--- src/rtl/mask_stream_gen.sv ---
// mask_stream_gen: thresholds active raster pixels against a band latched at start-of-frame, streams in-band coords, counts per frame.
// latency: 2 cycles input -> x/y/valid/mask; tabulate + count 3 cycles after the last-pixel input cycle.
// backpressure: none; one pixel per cycle in and out, downstream must always accept.
// Optional feature macro: MASK_STREAM_ROI_EN (adds an inclusive ROI window latched at start-of-frame).
// Ports:
//   clk_in, rst_in (sync, active-high)
//   hcount_in/vcount_in/data_valid_in/pixel_in : raster stream
//   lower_bound_in/upper_bound_in              : inclusive band, sampled at start-of-frame
//   x_out/y_out/valid_out/mask_out             : per-pixel result, 2-cycle latency
//   tabulate_out/count_valid_out/pixel_count_out : end-of-frame pulse and last frame's in-band count
module mask_stream_gen #(
  parameter int H_ACTIVE = 1280,
  parameter int V_ACTIVE = 720,
  parameter int CNT_W    = 21
) (
  input  logic              clk_in,
  input  logic              rst_in,
  input  logic [10:0]       hcount_in,
  input  logic [9:0]        vcount_in,
  input  logic              data_valid_in,
  input  logic [7:0]        pixel_in,
  input  logic [7:0]        lower_bound_in,
  input  logic [7:0]        upper_bound_in,
`ifdef MASK_STREAM_ROI_EN
  input  logic [10:0]       roi_x_min_in,
  input  logic [10:0]       roi_x_max_in,
  input  logic [9:0]        roi_y_min_in,
  input  logic [9:0]        roi_y_max_in,
`endif
  output logic [10:0]       x_out,
  output logic [9:0]        y_out,
  output logic              valid_out,
  output logic              mask_out,
  output logic              tabulate_out,
  output logic [CNT_W-1:0]  pixel_count_out,
  output logic              count_valid_out
);

  localparam logic [10:0]      LP_H_LAST  = 11'(H_ACTIVE - 1);
  localparam logic [9:0]       LP_V_LAST  = 10'(V_ACTIVE - 1);
  localparam logic [CNT_W-1:0] LP_CNT_ONE = CNT_W'(1);

  typedef enum logic [1:0] {
    WAIT_SOF = 2'd0,
    IN_FRAME = 2'd1,
    DONE     = 2'd2
  } state_t;

  // Input-side classification
  logic w_active, w_sof, w_eof;
  assign w_active = data_valid_in && (hcount_in <= LP_H_LAST) && (vcount_in <= LP_V_LAST);
  assign w_sof    = w_active && (hcount_in == 11'd0) && (vcount_in == 10'd0);
  assign w_eof    = w_active && (hcount_in == LP_H_LAST) && (vcount_in == LP_V_LAST);

  // Thresholds are captured on the same edge that loads the SOF pixel into
  // stage 1, so the SOF pixel itself is compared against the new band.
  logic [7:0] r_lo, r_hi;
`ifdef MASK_STREAM_ROI_EN
  logic [10:0] r_x_min, r_x_max;
  logic [9:0]  r_y_min, r_y_max;
`endif

  always_ff @(posedge clk_in) begin
    if (rst_in) begin
      r_lo <= 8'd0;
      r_hi <= 8'd0;
`ifdef MASK_STREAM_ROI_EN
      r_x_min <= 11'd0;
      r_x_max <= 11'd0;
      r_y_min <= 10'd0;
      r_y_max <= 10'd0;
`endif
    end else if (w_sof) begin
      r_lo <= lower_bound_in;
      r_hi <= upper_bound_in;
`ifdef MASK_STREAM_ROI_EN
      r_x_min <= roi_x_min_in;
      r_x_max <= roi_x_max_in;
      r_y_min <= roi_y_min_in;
      r_y_max <= roi_y_max_in;
`endif
    end
  end

  // Stage 1: registered inputs
  logic        r_s1_active, r_s1_sof, r_s1_eof;
  logic [10:0] r_s1_x;
  logic [9:0]  r_s1_y;
  logic [7:0]  r_s1_pix;

  always_ff @(posedge clk_in) begin
    if (rst_in) begin
      r_s1_active <= 1'b0;
      r_s1_sof    <= 1'b0;
      r_s1_eof    <= 1'b0;
      r_s1_x      <= 11'd0;
      r_s1_y      <= 10'd0;
      r_s1_pix    <= 8'd0;
    end else begin
      r_s1_active <= w_active;
      r_s1_sof    <= w_sof;
      r_s1_eof    <= w_eof;
      r_s1_x      <= hcount_in;
      r_s1_y      <= vcount_in;
      r_s1_pix    <= pixel_in;
    end
  end

  // Compare on stage-1 data; lo > hi naturally yields no match.
  logic w_in_band, w_mask;
`ifdef MASK_STREAM_ROI_EN
  logic w_in_roi;
  assign w_in_roi = (r_s1_x >= r_x_min) && (r_s1_x <= r_x_max) &&
                    (r_s1_y >= r_y_min) && (r_s1_y <= r_y_max);
  assign w_in_band = (r_s1_pix >= r_lo) && (r_s1_pix <= r_hi) && w_in_roi;
`else
  assign w_in_band = (r_s1_pix >= r_lo) && (r_s1_pix <= r_hi);
`endif
  assign w_mask = r_s1_active && w_in_band;

  // Stage 2: per-pixel outputs; coordinates hold between in-band pixels.
  always_ff @(posedge clk_in) begin
    if (rst_in) begin
      valid_out <= 1'b0;
      mask_out  <= 1'b0;
      x_out     <= 11'd0;
      y_out     <= 10'd0;
    end else begin
      valid_out <= w_mask;
      mask_out  <= w_mask;
      if (w_mask) begin
        x_out <= r_s1_x;
        y_out <= r_s1_y;
      end
    end
  end

  // Frame counter: a fresh frame starts at 0 or 1 depending on the SOF pixel;
  // increments stop at all-ones rather than wrapping.
  state_t           r_state;
  logic [CNT_W-1:0] r_cnt;
  logic [CNT_W-1:0] w_cnt_start, w_cnt_next;
  assign w_cnt_start = w_mask ? LP_CNT_ONE : '0;
  assign w_cnt_next  = (w_mask && (r_cnt != '1)) ? (r_cnt + LP_CNT_ONE) : r_cnt;

  always_ff @(posedge clk_in) begin
    if (rst_in) begin
      r_state         <= WAIT_SOF;
      r_cnt           <= '0;
      tabulate_out    <= 1'b0;
      count_valid_out <= 1'b0;
      pixel_count_out <= '0;
    end else begin
      tabulate_out    <= 1'b0;
      count_valid_out <= 1'b0;
      case (r_state)
        WAIT_SOF: begin
          if (r_s1_sof) begin
            r_state <= IN_FRAME;
            r_cnt   <= w_cnt_start;
          end
        end
        IN_FRAME: begin
          if (r_s1_sof) begin
            // Frame restarted early: drop the partial count silently.
            r_cnt <= w_cnt_start;
          end else begin
            r_cnt <= w_cnt_next;
            if (r_s1_eof) r_state <= DONE;
          end
        end
        DONE: begin
          tabulate_out    <= 1'b1;
          count_valid_out <= 1'b1;
          pixel_count_out <= r_cnt;
          // A back-to-back stream may already have the next SOF in stage 1.
          if (r_s1_sof) begin
            r_state <= IN_FRAME;
            r_cnt   <= w_cnt_start;
          end else begin
            r_state <= WAIT_SOF;
          end
        end
        default: r_state <= WAIT_SOF;
      endcase
    end
  end

endmodule

--- config.mk ---
export PLATFORM = sky130hd
export DESIGN_NAME = mask_stream_gen
export DESIGN_NICKNAME = d
export VERILOG_FILES = /design/src/rtl/mask_stream_gen.sv
export SDC_FILE = /design/constraint.sdc
export NUM_CORES = 1
export LEC_CHECK = 0
export ABC_CLOCK_PERIOD_IN_PS = 2500
export BUFFER_PORTS_ARGS = -buffer_cell sky130_fd_sc_hd__buf_2
export CORE_ASPECT_RATIO = 1.4
export CORE_UTILIZATION = 25
export CTS_BUF_LIST = sky130_fd_sc_hd__clkbuf_8
export DETAILED_ROUTE_END_ITERATION = 10
export SYNTH_ARGS = -nofsm -noshare
export SYNTH_HDL_FRONTEND = slang
export SYNTH_SLANG_ARGS = --single-unit
--- constraint.sdc ---
create_clock -name clk_in -period 2.5 [get_ports clk_in]
set_clock_uncertainty 0.05 [all_clocks]
set_input_delay 0.25 -clock clk_in [delete_from_list [all_inputs] [get_ports clk_in]]
set_output_delay 0.25 -clock clk_in [all_outputs]
set_load 0.02 [all_outputs]
==> impl_metrics.ini, run 1 <==
[routing]
via_per_inst = 4.50
first_pass_iters = 5
drt-total-wl_um = 11600
drt_iter0_markers = 142
final_antenna_net_count = 0
num_vias = 4015
wire_per_inst_um = 13.0
drc = 0

[logic_synthesis]
netlist_area_um2 = 4680
synth_enable_flop_cells = 0
avgSynthCellArea_um2 = 9.05
ys_ff_latch = 115
synth_nets = 582
async_reset_ff_share_pct = 0
yosysSeqAreaShare_pct = 49.2
syn_inst = 517
yosys_warnings = 0
synth.distinct_cells = 48
synth-main-ff-cell = dfxtp_1

[critical_path]
rrSetupSlack_ps = 130
crit_type = register to register
crit_cells = 7
critPathBufInv = 0
rr_worst_depth = 7
reg2reg_from = r_cnt[0]
critPathRequiredTime_ps = 2770
cp_cell_sequence = ha_2 > nand3_1 > or4_4 > or2_1 > and4b_1 > mux2_4 > a2111oi_2
crit_family = simple AND/OR/NAND/NOR gates
worst_setup_path_end_kind = register
crit_fanout = 4
startpoint = r_cnt[0]
cp_slowest_cell = or4_4
crit_path_start_kind = register
max_stage_delay_ps = 530
cp.arrival_ps = 2630

[timing]
slew_headroom_pct = 28.9
finalHoldViolCount = 0
max_freq_mhz = 422
setup_tns_ps = 0
tightest_slew_ps = 1060
whs_ps = 26.3
setup_violations = 0
min_period_ps = 2370
drv_slew = 0
period_share_pct = 94.7
rsz0062_at_grt = false

[clock_tree]
clkLatencyLatePin_ps = 420
clock-sinks = 115
cts_buffers = 17
cts_root_buffer = clkbuf_8
h-tree-depth = 4
cts_tree = built
clkSlewWorstSetupHoldPaths_ps = 60
clock_path_buffers = 2

[power_and_ir_drop]
ir_drop_v = 0.000397
p_per_area_nw_per_um2 = 628
power_w = 0.00383
p_leak_nw = 2.39

[die]
core_um2 = 18100
io-pin-count = 94
dieArea_um2 = 19300
rows = 58
fp.dieW_um = 118
die_h_um = 164
start_util_pct = 25.8

[layout]
nets = 707
drive_gt1_share_pct = 24.8
n_fill_cell = 1952
antenna_cells = 0
stdcell_count = 893
utilization_pct = 33.6
area_delta_synth_final_pct = 30.3

[worst_hold_path]
min-delay-start = lower_bound_in[0]
hold_class = primary input to register
whs_path_depth = 3

[global_route]
grt_pass1_wl_um = 18700
grt_remaining_overflow = 0
antenna_found_initial = 0
track_usage_pct = 12.3
grt_max_degree = 71
grt_pass1_vias = 3810

[job]
cap_violations = 0

[place]
dp_hpwl_um = 8410
dp_cells = 849
portBuffers = 93
gp_congestion = 0.821

[run_status]
outcome = finished, final reports clean
==> per-stage QoR <==
stage          instance area [µm²]  worst slack, ps
3_3_place_gp                  5540              123
3_5_place_dp                  5540             94.1
6_report                      6090              133
5_1_grt                       6090             8.74
2_1_floorplan                 4680              104
4_1_cts                       6070             78.8
==> worst min-delay path: cells and delay by family <==
family / cells / cell delay (ps)
simple gates: 1 / 80
mux: 1 / 50
buf+inv: 1 / 70
==> layer usage <==
metal / part of all wire (%) / GRT usage (%)
met4: 1.2 / 4.72
met5: 0 / 0
met2: 52 / 22.6
met1: 42 / 13.5
met3: 3.9 / 2.92
==> layout by cell type, fill, tap and decap left out, types with 5 or more instances in the layout <==
master	netlist	routed
dlygate4sd3_1	0	13
nand2b_1	5	5
nor2b_1	31	31
nand2_1	66	66
inv_1	21	22
o21ai_0	9	7
dfxtp_1	115	115
ha_1	17	16
and3_1	5	5
mux2i_1	37	37
clkbuf_8	0	19
nor4_1	9	9
buf_2	3	93
nand4_1	10	10
a21oi_1	35	35
nor2_1	51	51
nand3_1	10	10
a31oi_1	22	22
buf_4	3	24
o21ai_1	3	5
==> synth_stat cells (2+ instances only) <==
cell type	count	area [µm²]
a41oi_1	2	17.5
nor4_1	9	56.3
buf_2	3	15.0
nor2b_1	31	194
and3_1	5	31.3
o31ai_1	2	15.0
nand2b_1	5	31.3
nor2_1	51	191
buf_4	3	22.5
nand3_1	10	50.1
and3_2	2	15.0
o21a_1	3	22.5
inv_1	21	78.8
buf_1	3	11.3
nand2_1	66	248
or4_1	3	22.5
a31oi_1	22	138
nor3b_1	3	22.5
o211ai_1	3	22.5
and2_1	4	25.0
mux2i_1	37	370
nor3_1	5	25.0
clkbuf_1	16	60.1
dfxtp_1	115	2300
nand4_1	10	62.6
ha_1	17	213
o21ai_1	3	15.0
a21oi_1	35	175
o21ai_0	9	45.0
==> sequential cells by signal, summed over array words and instances, names as in the netlist <==
register,cells
x_out,11
count_valid_out,1
y_out,10
r_lo,8
r_s1_sof,1
r_s1_y,10
pixel_count_out,21
r_hi,8
r_state,2
r_s1_active,1
r_s1_eof,1
r_cnt,21
r_s1_x,11
mask_out,1
r_s1_pix,8
==> what timing repair did <==
action | 4_1_cts | 5_1_grt
endpoints found under the setup margin | 0 | 6
hold endpoints to repair | 13 | 0
buffers inserted | 0 | 1
resized for setup | 0 | 7
hold buffers | 13 | 0
==> cell families after synthesis <==
group	count (synthesis)	synth area share, %
compound gates	87	11.3
flops	115	49.2
simple gates	213	22.4
fa+ha+maj	17	4.55
buf+inv	47	4.25
mux	38	8.24
==> report_power, final <==
group | switching [W] | leakage (nW) | internal [W]
clock | 0.000728 | 0.204 | 0.00102
sequential | 0.0000124 | 0.934 | 0.00186
combinational | 0.000114 | 1.25 | 0.0000949
total | 0.000854 | 2.39 | 0.00297
==> worst paths after layout <==
check / to
worst max-delay path: r_cnt[0]
worst min-delay path: r_lo[0]
worst max register to register: r_cnt[0]
worst min register to register: pixel_count_out[15]
==> final cells by class <==
cell class / instances / area (µm²) / share of cell area (%)
Clock buffer: 19 / 262 / 4.29
Clock inverter: 11 / 138 / 2.26
Inverter: 21 / 78.8 / 1.29
Multi-Input combinational cell: 355 / 2210 / 36.2
Sequential cell: 115 / 2300 / 37.8
Tap cell: 240 / 300 / 4.93
Timing Repair Buffer: 132 / 807 / 13.2
(Power assumes the default switching activity.)
==> run 2, diff against run 1 <==
--- a/config.mk
+++ b/config.mk
@@ -11,6 +11,7 @@
 export CORE_UTILIZATION = 25
 export CTS_BUF_LIST = sky130_fd_sc_hd__clkbuf_8
 export DETAILED_ROUTE_END_ITERATION = 10
+export SETUP_SLACK_MARGIN = 0.2
 export SYNTH_ARGS = -nofsm -noshare
 export SYNTH_HDL_FRONTEND = slang
 export SYNTH_SLANG_ARGS = --single-unit
==> run 2 against run 1 <==
Compared with the run above: clock power barely moved; largest cell class is now multi-input gates; sequential power is essentially flat; critical path type unchanged; first-iteration DRC count fell by 13%; largest power group unchanged; highest routed layer is now met5; global-route usage rose by 0.64 points; power grew 0.95%; non-clock buffer count up 21; final area is 6.0% higher; via count increased by 2.2%.
==> impl_metrics.ini, run 2 (synthesized netlist as in run 1, its figures left out) <==
[run_status]
outcome = finished, final reports clean

[layout]
drive_gt1_share_pct = 29.0
nets = 728
top_regs = pixel_count_out (21), r_cnt (21)
area_delta_synth_final_pct = 38.2
seq_area_um2 = 2310
n_fill_cell = 1912
multi_input_area_um2 = 2340
final_cell_mix = 108 x dfxtp_1, 93 x buf_2, 65 x nand2_1, 51 x nor2_1, 37 x mux2i_1
utilization_pct = 35.6
antenna_cells = 0
layout_commonest_cell = dfxtp_1

[routing]
drt-total-wl_um = 12000
via_per_inst = 4.48
num_vias = 4102
wire_per_inst_um = 13.2
first_pass_iters = 4
final_antenna_net_count = 0
drc = 0
drt_iter0_markers = 123

[global_route]
grt_pass1_wl_um = 19600
grt_max_degree = 78
grt_remaining_overflow = 0
grt_pass1_vias = 4011
track_usage_pct = 12.9
antenna_found_initial = 1

[die]
io-pin-count = 94
dieArea_um2 = 19300
rows = 58
core_um2 = 18100
fp.dieW_um = 118
die_h_um = 164
start_util_pct = 25.8

[place]
portBuffers = 93
gp_congestion = 0.839
dp_hpwl_um = 8360

[job]
cap_violations = 0

[clock_tree]
cts_buffers = 17
cts_tree = built
clock-sinks = 115
clkSlewWorstSetupHoldPaths_ps = 80
clock_path_buffers = 2
h-tree-depth = 4
cts_root_buffer = clkbuf_8
clkLatencyLatePin_ps = 430

[critical_path]
worst_setup_path_end_kind = register
critPathRequiredTime_ps = 2810
crit_path_start_kind = register
crit_type = register to register
cp.arrival_ps = 2610
crit_fanout = 6

[timing]
min_period_ps = 2290
drv_slew = 0
setup_tns_ps = 0
period_share_pct = 91.8
max_freq_mhz = 436
rsz0062_at_grt = true
finalHoldViolCount = 0
setup_violations = 0
tightest_slew_ps = 797
slew_headroom_pct = 46.9

[power_and_ir_drop]
p_per_area_nw_per_um2 = 598
p_leak_nw = 2.51
ir_drop_v = 0.000346

[worst_hold_path]
hold_class = primary input to register
-- run 2: path summary, 6_finish.rpt --
path / from / endpoint / slack (ps) / cells after the start
worst max-delay path: r_hi[1] / r_cnt[13] / 210 / 7
worst min-delay path: vcount_in[2] / r_s1_y[2] / 40 / 2
worst max register to register: r_hi[1] / r_cnt[13] / 210 / 7
worst min register to register: pixel_count_out[13] / pixel_count_out[13] / 400 / 2
-- run 2: area by class of cell --
| class | count | area share, % |
|---|---|---|
| multi-input combinational | 355 | 36.2 |
| tap | 240 | 4.65 |
| timing repair buffer | 153 | 16.0 |
| sequential | 115 | 35.8 |
| clock inverter | 14 | 2.56 |
| inverter | 21 | 1.22 |
| clock buffer | 17 | 3.62 |
-- run 2: stage by stage --
stage	hold slack [ps]	setup slack (ps)	cell area, µm²	power, W	instances
floorplan	276	144	4690	0.00202	517
global placement	391	99.7	5560	0.00211	849
detailed placement	393	71.2	5560	0.00211	849
CTS	1.24	64.6	6210	0.00390	905
global route	18.0	132	6460	0.00403	915
finish	36.1	206	6460	0.00387	915
-- run 2: worst max-delay path, stage by stage (launching register included) --
cell and delay, ps:
dfxtp_2 330, inv_1 60, ha_4 260, nand4_1 130, o31a_1 350, a311o_2 430
or4_4 490, a21oi_2 130
-- run 2: repair_timing --
item	4_1_cts	5_1_grt
endpoints found under the setup margin	13	41
cloned	0	1
buffers inserted	1	6
hold buffers	24	3
pin swaps	1	13
gates resized for setup	4	32
endpoints found under the hold margin	24	3
-- run 2: where the power goes --
group	internal [W]	total, W	switching [W]	leakage (nW)
sequential	0.00186	0.00187	0.0000137	0.938
combinational	0.000119	0.000240	0.000121	1.37
clock	0.000974	0.00175	0.000776	0.195
-- run 2: per-layer routing --
metal	wire, µm	up-vias	track usage [%]
met1	5100	1897	14.0
met3	403	20	3.40
met5	10	-	0
met4	216	2	6.00
li1	-	2092	-
met2	6310	91	23.4
==> run 3, diff against run 2 <==
--- a/config.mk
+++ b/config.mk
@@ -6,11 +6,13 @@
 export NUM_CORES = 1
 export LEC_CHECK = 0
 export ABC_CLOCK_PERIOD_IN_PS = 2500
-export BUFFER_PORTS_ARGS = -buffer_cell sky130_fd_sc_hd__buf_2
 export CORE_ASPECT_RATIO = 1.4
-export CORE_UTILIZATION = 25
+export CORE_UTILIZATION = 55
 export CTS_BUF_LIST = sky130_fd_sc_hd__clkbuf_8
 export DETAILED_ROUTE_END_ITERATION = 10
+export DONT_BUFFER_PORTS = 1
+export MAX_ROUTING_LAYER = met4
+export PLACE_DENSITY = 0.73
 export SETUP_SLACK_MARGIN = 0.2
 export SYNTH_ARGS = -nofsm -noshare
 export SYNTH_HDL_FRONTEND = slang
==> run 3 against run 2 <==
Compared with the run above: hold slack lost 19 ps; highest routed layer is now met4; clock-buffer cell count is the same; critical endpoint is now r_cnt[0]; routed wire length shrank 2.7%; critical path depth is the same.
==> impl_metrics.ini, run 3 (synthesized netlist as in run 1, its figures left out) <==
[critical_path]
critPathRequiredTime_ps = 2790
rr_worst_depth = 7
cp_slowest_cell = a311oi_4
cp.arrival_ps = 2670
worst_setup_path_end_kind = register
cp_cell_sequence = inv_1 > ha_1 > nand2_1 > o31a_1 > a311oi_4 > mux2_4 > a2111oi_4
crit_path_start_kind = register
crit_fanout = 4
rrSetupSlack_ps = 120
crit_type = register to register
reg2reg_from = r_hi[5]
max_stage_delay_ps = 470
reg2reg_to = r_cnt[0]

[die]
core_um2 = 8200
die_h_um = 111
start_util_pct = 57.1
rows = 39
dieArea_um2 = 8880
io-pin-count = 94
fp.dieW_um = 79.9

[global_route]
grtUsageMet1_pct = 29.4
grt_max_degree = 82
track_usage_pct = 28.3
grt_remaining_overflow = 0
grt_busiest_layer = met2
grt_pass1_vias = 4083
grt_pass1_wl_um = 18800
gr-usage-met3_pct = 8.97
grt_use_met2_pct = 48.2
antenna_found_initial = 0

[clock_tree]
h-tree-depth = 4
cts_tree = built
cts_buffers = 17
clkSlewWorstSetupHoldPaths_ps = 80
clkLatencyLatePin_ps = 450
clock_path_buffers = 2
cts_root_buffer = clkbuf_8
clock-sinks = 115

[run_status]
outcome = finished, final reports clean

[timing]
drv_slew = 0
rsz0062_at_grt = true
slew_headroom_pct = 61.7
setup_tns_ps = 0
min_period_ps = 2380
period_share_pct = 95.3
max_freq_mhz = 420
whs_ps = 16.7
setup_violations = 0
tightest_slew_ps = 572
finalHoldViolCount = 0

[power_and_ir_drop]
p_leak_nw = 2.15
swShare_pct = 26.8
clkPwrFrac_pct = 42.7
p_per_area_nw_per_um2 = 610
intPower_w = 0.00268
p_seq_share_pct = 51.3
pwr-share-comb_pct = 6.0
p_sw_w = 0.000981
ir_drop_v = 0.000515

[place]
portBuffers = 0
dp_hpwl_um = 6750
gp_congestion = 0.891

[layout]
final_cell_mix = 103 x dfxtp_1, 64 x nand2_1, 51 x nor2_1, 49 x dlygate4sd3_1, 37 x mux2i_1
antenna_cells = 0
drive_gt1_share_pct = 17.5
top_regs = pixel_count_out (21), r_cnt (21)
n_fill_cell = 576
nets = 652
area_delta_synth_final_pct = 28.4
layout_commonest_cell = dfxtp_1

[routing]
wire_per_inst_um = 16.7
first_pass_iters = 4
final_antenna_net_count = 0
num_vias = 4023
drc = 0
via_per_inst = 5.73
drt_iter0_markers = 237
drt-total-wl_um = 11700

[worst_hold_path]
whs_path_depth = 3
holdPathEnd = r_cnt[1]
min-delay-start = rst_in
hold_class = primary input to register

[job]
cap_violations = 0
run 3: final cells by class:
cell class / instances / area, µm² / area share (%)
Timing Repair Buffer: 77 / 773 / 12.9
Tap cell: 102 / 128 / 2.12
Clock inverter: 15 / 128 / 2.12
Inverter: 21 / 78.8 / 1.31
Clock buffer: 17 / 234 / 3.90
Multi-Input combinational cell: 355 / 2340 / 39.0
Sequential cell: 115 / 2320 / 38.7
run 3: worst max path at each step:
stage          endpoint  cells after the start  slack, ps  startpoint
2_1_floorplan  r_cnt[0]                      7        140    r_cnt[1]
3_3_place_gp   r_cnt[0]                      7         70    r_cnt[0]
3_5_place_dp   r_cnt[0]                      7        -20    r_cnt[0]
4_1_cts        y_out[1]                      8        200     r_hi[2]
5_1_grt        r_cnt[0]                      7         20     r_hi[5]
6_report       r_cnt[0]                      7        120     r_hi[5]
run 3: what timing repair did:
item | CTS | global route
pin swaps | 7 | 7
hold buffers | 50 | 0
endpoints found under the setup margin | 22 | 35
hold endpoints to repair | 98 | 0
cloned | 0 | 3
buffers inserted | 4 | 2
resized for setup | 17 | 33
run 3: through the flow:
step           utilization (%)  total power (W)  instances  setup slack, ps  instance area (µm²)
6_report                  73.3          0.00366        702              118                 6010
5_1_grt                   73.3          0.00380        702             15.6                 6010
3_5_place_dp              59.2          0.00203        611            -20.4                 4850
3_3_place_gp              59.2          0.00202        611             67.8                 4850
2_1_floorplan                -          0.00202        517              144                 4690
4_1_cts                   71.2          0.00364        697              200                 5840
run 3: power groups by stage:
stage	Clock, W	Combinational (W)	Sequential (W)
after CTS	0.00157	0.000191	0.00188
after global placement	0	0.0000992	0.00192
final	0.00156	0.000218	0.00188
after floorplan	0	0.0000992	0.00192
after detailed placement	0	0.000104	0.00192
after global routing	0.00168	0.000235	0.00188
run 3: metal layers:
metal	wire, µm	vias up	share of wire, %
met5	0	-	0
met4	265	0	2.3
met3	650	27	5.5
met2	6280	126	54
met1	4510	1924	39
li1	-	1946	-
run 3: worst max-delay path, delay by kind of cell, from the launching register on:
family / cells / cell delay, ps
flops: 1 / 330
buf+inv: 1 / 50
mux: 1 / 360
compound gates: 3 / 1090
simple gates: 1 / 90
fa+ha+maj: 1 / 310
